**config.mk**
```make
export PLATFORM = sky130hd
export DESIGN_NAME = filter_bank_scheduler
export DESIGN_NICKNAME = d
export VERILOG_FILES = /design/src/rtl/filter_sched_pkg.sv /design/src/rtl/line_tag_fifo.sv /design/src/rtl/filter_bank_scheduler.sv
export SDC_FILE = /design/constraint.sdc
export NUM_CORES = 1
export LEC_CHECK = 0
export BUFFER_PORTS_ARGS = -buffer_cell sky130_fd_sc_hd__buf_2
export CORE_ASPECT_RATIO = 0.9
export CORE_MARGIN = 2
export CORE_UTILIZATION = 53
export DETAILED_ROUTE_END_ITERATION = 7
export PLACE_DENSITY = 0.91
export SYNTH_ARGS = -nofsm -noshare
export SYNTH_HDL_FRONTEND = slang
export SYNTH_HIERARCHICAL = 1
export SYNTH_SLANG_ARGS = --single-unit
```
**constraint.sdc**
```tcl
create_clock -name clk -period 6.72 [get_ports clk]
set_input_delay 0.672 -clock clk [delete_from_list [all_inputs] [get_ports clk]]
set_output_delay 0.672 -clock clk [all_outputs]
set_load 0.1 [all_outputs]
```
**src/rtl/filter_sched_pkg.sv**
```systemverilog
`default_nettype none
// ============================================================================
// Module      : filter_sched_pkg
// Description : Shared types and helpers for the filter bank scheduler:
//               input FSM state encoding, requester index type and the
//               pixel word width helper.
// Revision    : 1.0 - initial release
// ============================================================================
package filter_sched_pkg;

    // Input-side FSM: waiting for a requester, or streaming one line.
    typedef enum logic [0:0] {
        ST_IDLE   = 1'b0,
        ST_STREAM = 1'b1
    } sched_state_t;

    // Wide enough for up to four requesters.
    typedef logic [1:0] req_idx_t;

    // Pixel word = 8-bit confidence-carrying base plus the disparity field.
    function automatic int cd_width(input int disp_bits);
        return 8 + disp_bits;
    endfunction

endpackage
`default_nettype wire

```
**src/rtl/line_tag_fifo.sv**
```systemverilog
`default_nettype none
// ============================================================================
// Module      : line_tag_fifo
// Description : Small synchronous FIFO holding the owner index of each line
//               currently inside the filter bank. Supports push and pop in
//               the same cycle (occupancy unchanged).
// Revision    : 1.0 - initial release
// ============================================================================
module line_tag_fifo #(
    parameter int DEPTH = 4,
    parameter int WIDTH = 2
) (
    input  logic             clk,
    input  logic             reset_n,
    input  logic             push,
    input  logic [WIDTH-1:0] push_data,
    input  logic             pop,
    output logic [WIDTH-1:0] head,
    output logic             full,
    output logic             empty
);

    localparam int c_ptr_w = (DEPTH > 1) ? $clog2(DEPTH) : 1;
    localparam int c_cnt_w = $clog2(DEPTH + 1);

    logic [WIDTH-1:0]   r_mem [DEPTH];
    logic [c_ptr_w-1:0] r_wr_ptr;
    logic [c_ptr_w-1:0] r_rd_ptr;
    logic [c_cnt_w-1:0] r_count;
    logic               w_do_push;
    logic               w_do_pop;

    // A pop frees a slot in the same cycle, so a push into a full FIFO is
    // still accepted when it coincides with a pop.
    assign w_do_pop  = pop && !empty;
    assign w_do_push = push && (!full || w_do_pop);
    assign full      = (r_count == c_cnt_w'(DEPTH));
    assign empty     = (r_count == '0);
    assign head      = r_mem[r_rd_ptr];

    function automatic logic [c_ptr_w-1:0] f_next(input logic [c_ptr_w-1:0] p);
        return (p == c_ptr_w'(DEPTH - 1)) ? '0 : p + c_ptr_w'(1);
    endfunction

    // Storage array; contents are don't-care until written.
    always_ff @(posedge clk) begin
        if (w_do_push) begin
            r_mem[r_wr_ptr] <= push_data;
        end
    end

    // Pointer and occupancy bookkeeping.
    always_ff @(posedge clk) begin
        if (!reset_n) begin
            r_wr_ptr <= '0;
            r_rd_ptr <= '0;
            r_count  <= '0;
        end else begin
            if (w_do_push) begin
                r_wr_ptr <= f_next(r_wr_ptr);
            end
            if (w_do_pop) begin
                r_rd_ptr <= f_next(r_rd_ptr);
            end
            case ({w_do_push, w_do_pop})
                2'b10:   r_count <= r_count + c_cnt_w'(1);
                2'b01:   r_count <= r_count - c_cnt_w'(1);
                default: r_count <= r_count;
            endcase
        end
    end

endmodule
`default_nettype wire

```
**src/rtl/filter_bank_scheduler.sv**
```systemverilog
`default_nettype none
// ============================================================================
// Module      : filter_bank_scheduler
// Description : Time-shares one filter bank between several line sources.
//               Input side grants whole lines round-robin and forwards the
//               granted pixels; output side routes bank results back to the
//               owner of the oldest line in flight, tracked by a tag FIFO.
// Revision    : 1.0 - initial release
// ============================================================================
module filter_bank_scheduler
    import filter_sched_pkg::*;
#(
    parameter  int disp_bits = 5,
    parameter  int line_len  = 120,
    parameter  int num_req   = 2,
    parameter  int tag_depth = 4,
    localparam int c_cd_w    = cd_width(disp_bits)
) (
    input  logic                            clk,
    input  logic                            reset_n,
    input  logic [num_req-1:0]              req,
    output logic [num_req-1:0]              grant,
    input  logic [num_req-1:0][c_cd_w-1:0]  src_disp_conf,
    input  logic [num_req-1:0][7:0]         src_conf,
    input  logic [num_req-1:0]              src_valid,
    output logic [c_cd_w-1:0]               bank_disp_conf_in,
    output logic [7:0]                      bank_conf_in,
    output logic                            bank_conf_in_valid,
    input  logic [c_cd_w-1:0]               bank_disp_conf_out,
    input  logic [7:0]                      bank_conf_out,
    input  logic                            bank_conf_out_valid,
    output logic [num_req-1:0][c_cd_w-1:0]  dst_disp_conf,
    output logic [num_req-1:0][7:0]         dst_conf,
    output logic [num_req-1:0]              dst_valid,
    output logic                            busy,
    output logic                            protocol_err
);

    localparam int                 c_cnt_w = (line_len > 1) ? $clog2(line_len) : 1;
    localparam logic [c_cnt_w-1:0] c_last  = c_cnt_w'(line_len - 1);

    sched_state_t                       r_state;
    logic [num_req-1:0]                 r_grant;
    req_idx_t                           r_winner;
    req_idx_t                           r_rr_ptr;
    logic [c_cnt_w-1:0]                 r_in_cnt;
    logic [c_cnt_w-1:0]                 r_out_cnt;
    logic                               r_bin_valid;
    logic [c_cd_w-1:0]                  r_bin_disp;
    logic [7:0]                         r_bin_conf;
    logic [num_req-1:0]                 r_dst_valid;
    logic [num_req-1:0][c_cd_w-1:0]     r_dst_disp;
    logic [num_req-1:0][7:0]            r_dst_conf;
    logic                               r_err;

    logic                               w_found_hi;
    logic                               w_found_lo;
    req_idx_t                           w_win_hi;
    req_idx_t                           w_win_lo;
    req_idx_t                           w_winner;
    req_idx_t                           w_rr_next;
    logic                               w_sel_valid;
    logic [c_cd_w-1:0]                  w_sel_disp;
    logic [7:0]                         w_sel_conf;
    logic                               w_push;
    logic                               w_pop;
    logic                               w_bank_take;
    logic                               w_fifo_full;
    logic                               w_fifo_empty;
    req_idx_t                           w_head;

    // Round-robin pick: lowest requesting index at or above the pointer,
    // otherwise the lowest requesting index below it (wrap-around).
    always_comb begin
        w_found_hi = 1'b0;
        w_found_lo = 1'b0;
        w_win_hi   = '0;
        w_win_lo   = '0;
        for (int i = num_req - 1; i >= 0; i--) begin
            if (req[i]) begin
                if (i >= int'(r_rr_ptr)) begin
                    w_found_hi = 1'b1;
                    w_win_hi   = req_idx_t'(i);
                end else begin
                    w_found_lo = 1'b1;
                    w_win_lo   = req_idx_t'(i);
                end
            end
        end
        w_winner = w_found_hi ? w_win_hi : w_win_lo;
    end

    assign w_rr_next = (w_winner == req_idx_t'(num_req - 1)) ? '0 : w_winner + req_idx_t'(1);

    // Only the granted requester's strobe reaches the bank; grant is one-hot.
    always_comb begin
        w_sel_disp = '0;
        w_sel_conf = '0;
        for (int i = 0; i < num_req; i++) begin
            if (r_grant[i]) begin
                w_sel_disp = src_disp_conf[i];
                w_sel_conf = src_conf[i];
            end
        end
    end

    assign w_sel_valid = |(src_valid & r_grant);
    assign w_push      = (r_state == ST_STREAM) && w_sel_valid && (r_in_cnt == c_last);
    assign w_bank_take = bank_conf_out_valid && !w_fifo_empty;
    assign w_pop       = w_bank_take && (r_out_cnt == c_last);

    line_tag_fifo #(
        .DEPTH (tag_depth),
        .WIDTH ($bits(req_idx_t))
    ) u_tag_fifo (
        .clk       (clk),
        .reset_n   (reset_n),
        .push      (w_push),
        .push_data (r_winner),
        .pop       (w_pop),
        .head      (w_head),
        .full      (w_fifo_full),
        .empty     (w_fifo_empty)
    );

    // Input FSM: arbitrate in IDLE, stream one full line in STREAM.
    always_ff @(posedge clk) begin
        if (!reset_n) begin
            r_state  <= ST_IDLE;
            r_grant  <= '0;
            r_winner <= '0;
            r_rr_ptr <= '0;
            r_in_cnt <= '0;
        end else begin
            case (r_state)
                ST_IDLE: begin
                    if ((|req) && !w_fifo_full) begin
                        r_state  <= ST_STREAM;
                        r_winner <= w_winner;
                        r_rr_ptr <= w_rr_next;
                        for (int i = 0; i < num_req; i++) begin
                            r_grant[i] <= (w_winner == req_idx_t'(i));
                        end
                    end
                end
                ST_STREAM: begin
                    if (w_sel_valid) begin
                        if (r_in_cnt == c_last) begin
                            r_in_cnt <= '0;
                            r_grant  <= '0;
                            r_state  <= ST_IDLE;
                        end else begin
                            r_in_cnt <= r_in_cnt + c_cnt_w'(1);
                        end
                    end
                end
                default: r_state <= ST_IDLE;
            endcase
        end
    end

    // Registered feed into the shared bank.
    always_ff @(posedge clk) begin
        if (!reset_n) begin
            r_bin_valid <= 1'b0;
        end else begin
            r_bin_valid <= w_sel_valid;
            if (w_sel_valid) begin
                r_bin_disp <= w_sel_disp;
                r_bin_conf <= w_sel_conf;
            end
        end
    end

    // Route bank results to the owner of the oldest line in flight.
    always_ff @(posedge clk) begin
        if (!reset_n) begin
            r_out_cnt   <= '0;
            r_dst_valid <= '0;
        end else begin
            if (w_bank_take) begin
                r_out_cnt <= (r_out_cnt == c_last) ? '0 : r_out_cnt + c_cnt_w'(1);
            end
            for (int i = 0; i < num_req; i++) begin
                r_dst_valid[i] <= w_bank_take && (w_head == req_idx_t'(i));
                if (w_bank_take && (w_head == req_idx_t'(i))) begin
                    r_dst_disp[i] <= bank_disp_conf_out;
                    r_dst_conf[i] <= bank_conf_out;
                end
            end
        end
    end

    // Sticky flag for strobes from ungranted sources or orphan bank results.
    always_ff @(posedge clk) begin
        if (!reset_n) begin
            r_err <= 1'b0;
        end else if ((|(src_valid & ~r_grant)) || (bank_conf_out_valid && w_fifo_empty)) begin
            r_err <= 1'b1;
        end
    end

    assign grant              = r_grant;
    assign bank_disp_conf_in  = r_bin_disp;
    assign bank_conf_in       = r_bin_conf;
    assign bank_conf_in_valid = r_bin_valid;
    assign dst_disp_conf      = r_dst_disp;
    assign dst_conf           = r_dst_conf;
    assign dst_valid          = r_dst_valid;
    assign busy               = (r_state == ST_STREAM) || !w_fifo_empty;
    assign protocol_err       = r_err;

endmodule
`default_nettype wire

```
==> flow_summary.json, run 1 <==
{
  "grt_max_degree": 28,
  "synth_top_family_by_area": "simple AND/OR/NAND/NOR gates",
  "switching_share_pct": 23.5,
  "slew_violations": 0,
  "slew-limit-headroom_pct": 33.9,
  "p_int_uw": 887,
  "p_leak_uw": 0.00200,
  "rows": 30,
  "globalRouteTotalUtil_pct": 18.9,
  "synth_compound_area_share_pct": 9.46,
  "yosysSeqAreaShare_pct": 69.2,
  "synth.most_common_cell": "edfxtp_1",
  "clockPowerShare_pct": 31.8,
  "critical_path_class": "reg -> reg",
  "outcome": "complete, no violations",
  "wire_per_inst_um": 15.7,
  "synth_top_cells_by_area": "edfxtp_1 (53%), dfxtp_1 (16%), a22o_1 (4.6%), ha_1 (2.2%), nor2_1 (1.9%)",
  "root_buffer": "clkbuf_8",
  "synth_cells": 280,
  "synth_ff_type": "edfxtp_1",
  "arrival_ns": 3.48,
  "async_flop_share_pct": 0,
  "grt_pass1_wl_mm": 11.9,
  "postCtsSetupBuffers": 0,
  "coreArea_um2": 7430,
  "drc_errors": 0,
  "synth_edf_count": 71,
  "clock_path_buffers": 2,
  "synthSimpleGateAreaFrac_pct": 11.2,
  "antenna_cells": 0,
  "cts_hold_buffers": 0,
  "die_area_um2": 8270,
  "setup_viol": 0,
  "synth_common_cells": "edfxtp_1 (71), dfxtp_1 (32), a22o_1 (21)",
  "worst_ir_drop_vdd_v": 0.000149,
  "antenna_found_initial": 0,
  "worstSetupEndpointType": "flop",
  "postSynthRegisterBits": 103,
  "clock_latency_ns": 0.36,
  "p_sw_uw": 272,
  "floorplan.initialDensity_pct": 53.9,
  "io_pins": 140,
  "detailedPlace.worstSlack_ns": 3.43,
  "synth.distinct_cells": 50,
  "r2r_setup_slack_ns": 3.47,
  "cts_max_level": 3,
  "fp.dieW_um": 95.6,
  "yosysWarnings": 6,
  "place.gp.congestion": 0.853,
  "wirelength_mm": 8.25,
  "cts_sinks": 103,
  "dp_hpwl_mm": 6.18,
  "cts_tree": "done",
  "pwr-share-seq_pct": 59.6,
  "fmax_mhz": 308,
  "clk_transition_reported_paths_ns": 0.09,
  "die_y_um": 86.5,
  "viasPerCell": 5.35,
  "synth_mux_area_share_pct": 1.91,
  "finalClockSkew_ns": 0.0148,
  "comb_power_share_pct": 8.6,
  "crit_fanout": 9,
  "overflow": 0,
  "crit_top_cell": "nand2b_1",
  "grt_setup_unrepaired": "no",
  "place_area_um2": 4790,
  "cts_buffers": 9,
  "critPathRequiredTime_ns": 6.95,
  "power.density_nw_per_um2": 233,
  "drt_first_pass_iters": 4,
  "fillers": 531,
  "syn_area_um2": 4010,
  "syn-mean-instance-area_um2": 14.3,
  "drtIter0Drc": 160,
  "yosys.area_share.xor_xnor_pct": 2.62,
  "finalInstanceArea_um2": 4980,
  "cts.repair.resized": 0,
  "vias": 2811,
  "worst_pin_slew_ns": 0.991,
  "nNetsFinal": 502,
  "worst_path_max_delay_cell": "nor2_1",
  "drv_cap": 0,
  "drive_above_1_share_pct": 38.9,
  "tns_ns": 0,
  "hold_viol": 0,
  "fin_crit_sh_pct": 48.3,
  "syn_to_final_growth_pct": 24.3,
  "slowest_delay_ns": 0.60,
  "path_cells": "nor3_1 > nor2b_2 > nand4_4 > nor2_1 > o31ai_2 > nand2b_1 > fa_1 > nand2b_1 > o211ai_1 > a31oi_1",
  "portBuffers": 139,
  "hp-class": "reg -> reg",
  "ant_nets": 0,
  "timing.final.ws_setup_ns": 3.47,
  "startpoint_type": "flop",
  "synth_top_cell_area_share_pct": 53.2,
  "synth_fa_ha_area_share_pct": 2.69,
  "synth.largest_area_cell": "edfxtp_1",
  "grt_pass1_vias": 2617,
  "min_period_ns": 3.25
}
## routing by layer
layer	vias to the layer above	share of wire [%]	track usage, %
li1	1319	-	-
met3	20	6.7	3.83
met1	1336	41	23.2
met4	0	2.4	7.92
met2	136	50	32.5
met5	-	0	0
## state kept, by name, indices dropped and copies added (netlist names), named ones only
name                 cells
bank_conf_in             8
dst_valid                2
u_tag_fifo/r_mem         8
bank_conf_in_valid       1
u_tag_fifo/r_count       3
u_tag_fifo/r_rd_ptr      2
protocol_err             1
dst_disp_conf           26
r_in_cnt                 7
grant                    2
dst_conf                16
r_winner                 1
r_out_cnt                7
bank_disp_conf_in       13
r_rr_ptr                 1
r_state                  1
u_tag_fifo/r_wr_ptr      2
## critical path: cells and delay by family, from the launching register on
kind	cells	cell delay (ns)
compound gates	3	0.54
flops	1	0.52
fa+ha+maj	1	0.37
simple gates	6	1.70
## worst paths after layout
| check | end | depth (start not counted) | start |
|---|---|---|---|
| max | u_tag_fifo/r_count[2] | 10 | u_tag_fifo/r_count[0] |
| max reg2reg | u_tag_fifo/r_count[2] | 10 | u_tag_fifo/r_count[0] |
| min reg2reg | r_out_cnt[6] | 2 | r_out_cnt[6] |
| min | r_out_cnt[6] | 2 | r_out_cnt[6] |
## cell usage in the layout (no fill, tap or decap), types with 3 or more instances in the layout
cell / synthesis / final
xor2_1: 8 / 8
and4b_1: 3 / 3
nor2_1: 20 / 20
nand4_1: 4 / 4
dfxtp_1: 32 / 32
o21ai_0: 4 / 4
edfxtp_1: 71 / 71
xnor2_1: 4 / 4
a22o_1: 21 / 21
a21oi_1: 13 / 13
buf_4: 2 / 3
inv_1: 10 / 10
and2_1: 7 / 7
nand2_1: 12 / 12
conb_1: 1 / 4
nand3_1: 7 / 7
clkbuf_8: 0 / 9
nand2b_1: 4 / 4
ha_1: 7 / 7
buf_2: 3 / 139
## final cells by class
| cell class | instances | area (um^2) | share of cell area, % |
|---|---|---|---|
| Clock buffer | 11 | 131 | 2.64 |
| Sequential cell | 103 | 2770 | 55.7 |
| Timing Repair Buffer | 142 | 718 | 14.4 |
| Inverter | 11 | 41.3 | 0.829 |
| Multi-Input combinational cell | 157 | 1140 | 22.9 |
| Tap cell | 96 | 120 | 2.41 |
| Clock inverter | 5 | 58.8 | 1.18 |
## power groups by stage
stage	registers [uW]	logic, uW	clock network [uW]
3_3_place_gp	705	95.9	0
3_5_place_dp	705	99.2	0
6_report	691	99.6	368
5_1_grt	692	105	400
4_1_cts	691	99.4	375
2_1_floorplan	742	27.6	0
## metrics by stage
stage | hold WS (ns) | cells | total power (uW) | util, %
after global routing | 0.488 | 525 | 1200 | 67.0
final | 0.487 | 525 | 1160 | 67.0
after CTS | 0.487 | 525 | 1160 | 67.0
after detailed placement | 0.475 | 509 | 804 | 64.5
after floorplan | 0.441 | 283 | 770 | -
after global placement | 0.449 | 509 | 801 | 64.5
## kinds of logic (layout without fill, tap and decap cells)
logic type	after synthesis	in the layout
other	1	4
buffers and inverters	23	169
AOI/OAI and AO/OA	52	52
muxes	5	5
adders and majority gates	8	8
DFF	103	103
xor gates and xnor gates	12	12
and+or+nand+nor	76	76
Power figures use the tool's default switching activity.
==> run 2: changes to the inputs <==
- ABC_AREA: not set -> 1
- CORE_UTILIZATION: 53 -> 50
- PLACE_DENSITY: 0.91 -> 0.87
- clock period: 6.72 -> 3.28 ns (I/O delays scaled with it)
==> flow_summary.json, run 2 <==
{
  "drive_above_1_share_pct": 35.8,
  "clock_path_buffers": 2,
  "antenna_found_initial": 0,
  "r2r_cells": 15,
  "vias": 3130,
  "nNetsFinal": 603,
  "synth.most_common_cell": "nand2_1",
  "yosysSeqAreaShare_pct": 67.6,
  "synth.distinct_cells": 31,
  "globalRouteTotalUtil_pct": 19.8,
  "largest_register_ffs": 26,
  "power.density_nw_per_um2": 474,
  "setup_viol": 0,
  "clk_transition_reported_paths_ns": 0.11,
  "layout_common_cells": "buf_2 (139), nand2_1 (79), edfxtp_1 (71)",
  "arrival_ns": 2.87,
  "grt_max_degree": 25,
  "tns_ns": 0,
  "cts_buffers": 9,
  "worstSetupEndpointType": "flop",
  "hp-start": "bank_conf_out[0]",
  "multi_input_area_um2": 1180,
  "regArea_um2": 2770,
  "yosys.area_share.xor_xnor_pct": 0.641,
  "r2r_end": "u_tag_fifo/r_count[2]",
  "clock_latency_ns": 0.37,
  "critical_path_class": "reg -> reg",
  "async_flop_share_pct": 0,
  "synthSimpleGateAreaFrac_pct": 19.8,
  "postSynthRegisterBits": 103,
  "slew-limit-headroom_pct": 56.3,
  "yosysWarnings": 6,
  "synth_cells": 374,
  "finalClockSkew_ns": 0.00692,
  "synth_mux_area_share_pct": 0,
  "synth.largest_area_cell": "edfxtp_1",
  "hold_end": "dst_conf[0]",
  "drc_errors": 0,
  "overflow": 0,
  "place.gp.congestion": 0.839,
  "fin_crit_sh_pct": 78.6,
  "synth_ff_type": "edfxtp_1",
  "path_cells": "inv_1 > nand2_4 > inv_1 > inv_2 > nand2_2 > inv_2 > nand3_2 > nor2_1 > nand3_2 > fa_1 > inv_1 > nand4_1 > nand3_1 > nand2_1 > nor2_1",
  "synth_top_cell_area_share_pct": 52.0,
  "cts_hold_buffers": 0,
  "synth_top_family_by_area": "simple AND/OR/NAND/NOR gates",
  "dp_hpwl_mm": 6.56,
  "whs_path_depth": 1,
  "synth_common_cells": "nand2_1 (79), edfxtp_1 (71), nor2_1 (39)",
  "slew_violations": 0,
  "postCtsSetupBuffers": 0,
  "die_y_um": 89.9,
  "drv_cap": 0,
  "root_buffer": "clkbuf_8",
  "wirelength_mm": 8.72,
  "ant_nets": 0,
  "floorplan.initialDensity_pct": 51.3,
  "cts_sinks": 103,
  "portBuffers": 139,
  "critPathRequiredTime_ns": 3.57,
  "layoutNonFillerInstCount": 629,
  "p_total_uw": 2460,
  "slowest_delay_ns": 0.42,
  "io_pins": 140,
  "fmax_mhz": 388,
  "viasPerCell": 4.98,
  "min_period_ns": 2.58,
  "worst_ir_drop_vdd_v": 0.000256,
  "drt_first_pass_iters": 5,
  "outcome": "complete, no violations",
  "crit_fanout": 5,
  "grt_setup_unrepaired": "no",
  "grt_pass1_vias": 3134,
  "dp_cells": 613,
  "rows": 31,
  "startpoint_type": "flop",
  "syn_area_um2": 4100,
  "layout_commonest_cell": "buf_2",
  "synth_edf_count": 71,
  "worst_pin_slew_ns": 0.654,
  "synth_compound_area_share_pct": 4.79,
  "syn_to_final_growth_pct": 26.5,
  "final_core_util_pct": 64.9,
  "hold_viol": 0,
  "drtIter0Drc": 138,
  "fp.dieW_um": 99.5,
  "crit_start": "u_tag_fifo/r_count[2]",
  "hp-class": "in -> reg",
  "antenna_cells": 0,
  "fillers": 593,
  "wire_per_inst_um": 13.9,
  "die_area_um2": 8940,
  "cts_max_level": 3,
  "grt_pass1_wl_mm": 14.2,
  "syn-mean-instance-area_um2": 11.0,
  "crit_top_cell": "inv_1",
  "worst_path_max_delay_cell": "fa_1",
  "synth_fa_ha_area_share_pct": 2.62,
  "r2r-start": "u_tag_fifo/r_count[2]",
  "p_leak_uw": 0.00226,
  "cts_tree": "done",
  "coreArea_um2": 7990,
  "synth_top_cells_by_area": "edfxtp_1 (52%), dfxtp_1 (16%), nand2_1 (7.2%), nand3_1 (4.0%), nor2_1 (3.6%)",
  "r2r_setup_slack_ns": 0.70,
  "cts.repair.resized": 0
}
run 2: critical path: cells and delay by family (launching register included):
kind	cells	cell delay, ns
DFF	1	0.37
buffers and inverters	5	0.41
adders and majority gates	1	0.42
and+or+nand+nor	9	1.30
run 2: worst max path at each step:
stage / to / slack, ns
final: u_tag_fifo/r_count[2] / 0.70
after global routing: u_tag_fifo/r_count[2] / 0.47
after CTS: u_tag_fifo/r_count[2] / 0.74
after detailed placement: u_tag_fifo/r_count[2] / 0.77
after global placement: u_tag_fifo/r_count[2] / 0.94
after floorplan: bank_conf_in[0] / 0.49
run 2: cell families (layout without fill, tap and decap cells):
logic type | Yosys count | after routing
compound gates | 34 | 34
xor+xnor | 3 | 3
buf+inv | 48 | 201
simple gates | 177 | 177
other cells | 1 | 4
flops | 103 | 103
fa+ha+maj | 8 | 8
run 2: layer usage:
layer	global-route usage, %	part of all wire [%]	vias to the layer above
li1	-	-	1548
met1	22.4	39	1452
met2	35.2	53	114
met3	6.14	6.6	16
met4	6.62	1.9	0
met5	0	0	-
run 2: stage by stage:
stage          hold slack, ns  setup slack [ns]  instance area (um^2)
2_1_floorplan           0.427             0.490                  4120
3_3_place_gp            0.449             0.940                  4970
3_5_place_dp            0.458             0.774                  4970
4_1_cts                 0.129             0.738                  5190
5_1_grt                 0.121             0.469                  5190
6_report                0.142             0.703                  5190
run 2: area by class of cell:
cell class / instances / area share (%)
Sequential cell: 103 / 53.4
Tap cell: 99 / 2.39
Clock buffer: 9 / 2.39
Inverter: 41 / 2.97
Timing Repair Buffer: 144 / 14.1
Clock inverter: 7 / 1.88
Multi-Input combinational cell: 226 / 22.8
run 2: power breakdown:
| part | leakage, uW | internal, uW | switching, uW | total, uW |
|---|---|---|---|---|
| Sequential | 0.000914 | 1400 | 6.49 | 1410 |
| Clock | 0.000113 | 379 | 467 | 846 |
| Combinational | 0.00123 | 56.4 | 146 | 203 |
| Total | 0.00226 | 1840 | 620 | 2460 |
==> run 3: changes to the inputs <==
- ABC_AREA: 1 -> 0
- clock period: 3.28 -> 2.6 ns (I/O delays scaled with it)
==> flow_summary.json, run 3 (same netlist as run 1, synthesis figures left out) <==
{
  "cts_buffers": 9,
  "finalClockSkew_ns": 0.0164,
  "outcome": "complete, no violations",
  "fillers": 559,
  "startpoint_type": "flop",
  "worstSetupEndpointType": "flop",
  "vias": 2767,
  "clock_latency_ns": 0.37,
  "cts_hold_buffers": 0,
  "layout_commonest_cell": "buf_2",
  "fin_crit_sh_pct": 90.5,
  "crit_fanout": 8,
  "root_buffer": "clkbuf_8",
  "cts_max_level": 3,
  "critPathRequiredTime_ns": 2.88,
  "dp_hpwl_mm": 6.29,
  "grt_setup_unrepaired": "no",
  "coreArea_um2": 7660,
  "floorplan.initialDensity_pct": 52.3,
  "switching_share_pct": 24.9,
  "antenna_found_initial": 0,
  "cts_sinks": 103,
  "hold_viol": 0,
  "p_sw_uw": 730,
  "syn_to_final_growth_pct": 25.0,
  "slew-limit-headroom_pct": 64.5,
  "wire_per_inst_um": 15.8,
  "setup_viol": 0,
  "overflow": 0,
  "nNetsFinal": 506,
  "dp_cells": 513,
  "layoutNonFillerInstCount": 529,
  "rows": 30,
  "clockPowerShare_pct": 30.1,
  "arrival_ns": 2.64,
  "layout_common_cells": "buf_2 (139), edfxtp_1 (71), dfxtp_1 (29)",
  "grt_pass1_vias": 2745,
  "place.gp.congestion": 0.744,
  "drive_above_1_share_pct": 40.9,
  "critical_path_class": "reg -> reg",
  "comb_power_share_pct": 9.1,
  "cts.repair.resized": 0,
  "pwr-share-seq_pct": 60.7,
  "grt_pass1_wl_mm": 12.8,
  "grt_max_degree": 27,
  "globalRouteTotalUtil_pct": 18.6,
  "fp.dieW_um": 98.4,
  "slew_violations": 0,
  "worst_pin_slew_ns": 0.528,
  "postCtsSetupBuffers": 0,
  "portBuffers": 139,
  "viasPerCell": 5.23,
  "min_period_ns": 2.35,
  "p_leak_uw": 0.00201,
  "die_area_um2": 8750,
  "ant_nets": 0,
  "tns_ns": 0,
  "drc_errors": 0,
  "die_y_um": 88.9,
  "wirelength_mm": 8.33,
  "clock_path_buffers": 2,
  "cts_tree": "done",
  "worst_ir_drop_vdd_v": 0.000248,
  "drtIter0Drc": 80,
  "largest_register_ffs": 26,
  "power.density_nw_per_um2": 585,
  "hp-class": "in -> reg",
  "io_pins": 140,
  "antenna_cells": 0,
  "fmax_mhz": 425,
  "timing.final.ws_setup_ns": 0.247,
  "detailedPlace.worstSlack_ns": 0.132,
  "drt_first_pass_iters": 4,
  "p_int_uw": 2200,
  "clk_transition_reported_paths_ns": 0.10,
  "drv_cap": 0
}
run 3: cell count changes in the layout (fill, tap and decap cells not counted), sizes merged, moves of 5 or more:
| cell | change |
|---|---|
| nand3 | -29 |
| xor2 | +5 |
| inv | -32 |
| o21ai | -6 |
| nand2 | -75 |
| a22o | +22 |
| nor2 | -24 |
| and2 | +7 |
run 3: critical path: stages (launching register included):
cell	delay [ns]
dfxtp_2	0.44
nor3_1	0.14
nor2b_2	0.20
nand4_4	0.13
nor2_1	0.19
o31ai_2	0.13
nand2b_1	0.17
fa_1	0.38
nand2b_1	0.19
o21bai_1	0.17
a31oi_1	0.15
run 3: routing by layer:
layer / vias up / part of all wire, % / GRT usage [%]
met5: - / 0 / 0
met4: 0 / 3.2 / 9.84
met3: 25 / 6.2 / 4.30
met2: 111 / 50 / 32.5
met1: 1299 / 40 / 22.0
li1: 1332 / - / -
run 3: power by group through the flow:
stage	combinational (uW)	clock, uW	sequential, uW
final	268	882	1780
after global routing	281	958	1780
after CTS	268	904	1780
after detailed placement	266	0	1820
after global placement	256	0	1820
after floorplan	72.2	0	1920
run 3: final timing paths:
kind / slack [ns] / startpoint / cells past startpoint / end
worst max register to register: 0.25 / u_tag_fifo/r_count[0] / 10 / u_tag_fifo/r_count[2]
worst min-delay path: 0.08 / bank_disp_conf_out[4] / 1 / dst_disp_conf[17]
worst max-delay path: 0.25 / u_tag_fifo/r_count[0] / 10 / u_tag_fifo/r_count[2]
worst min register to register: 0.49 / r_in_cnt[6] / 2 / r_in_cnt[6]
run 3: final cells by class:
| cell class | count | area, um^2 | share of cell area (%) |
|---|---|---|---|
| timing repair buffer | 146 | 748 | 14.9 |
| sequential | 103 | 2780 | 55.4 |
| inverter | 11 | 41.3 | 0.824 |
| multi-input combinational | 157 | 1150 | 23.0 |
| tap | 96 | 120 | 2.40 |
| clock buffer | 10 | 128 | 2.55 |
| clock inverter | 6 | 45.0 | 0.899 |
run 3: metrics by stage:
stage	hold slack [ns]	util [%]	instance area, um^2	total power, uW
floorplan	0.359	-	4040	1990
finish	0.0816	65.4	5010	2930
CTS	0.0617	65.4	5000	2950
global placement	0.447	63.1	4830	2070
detailed placement	0.452	63.1	4830	2080
global route	0.0669	65.4	5010	3020
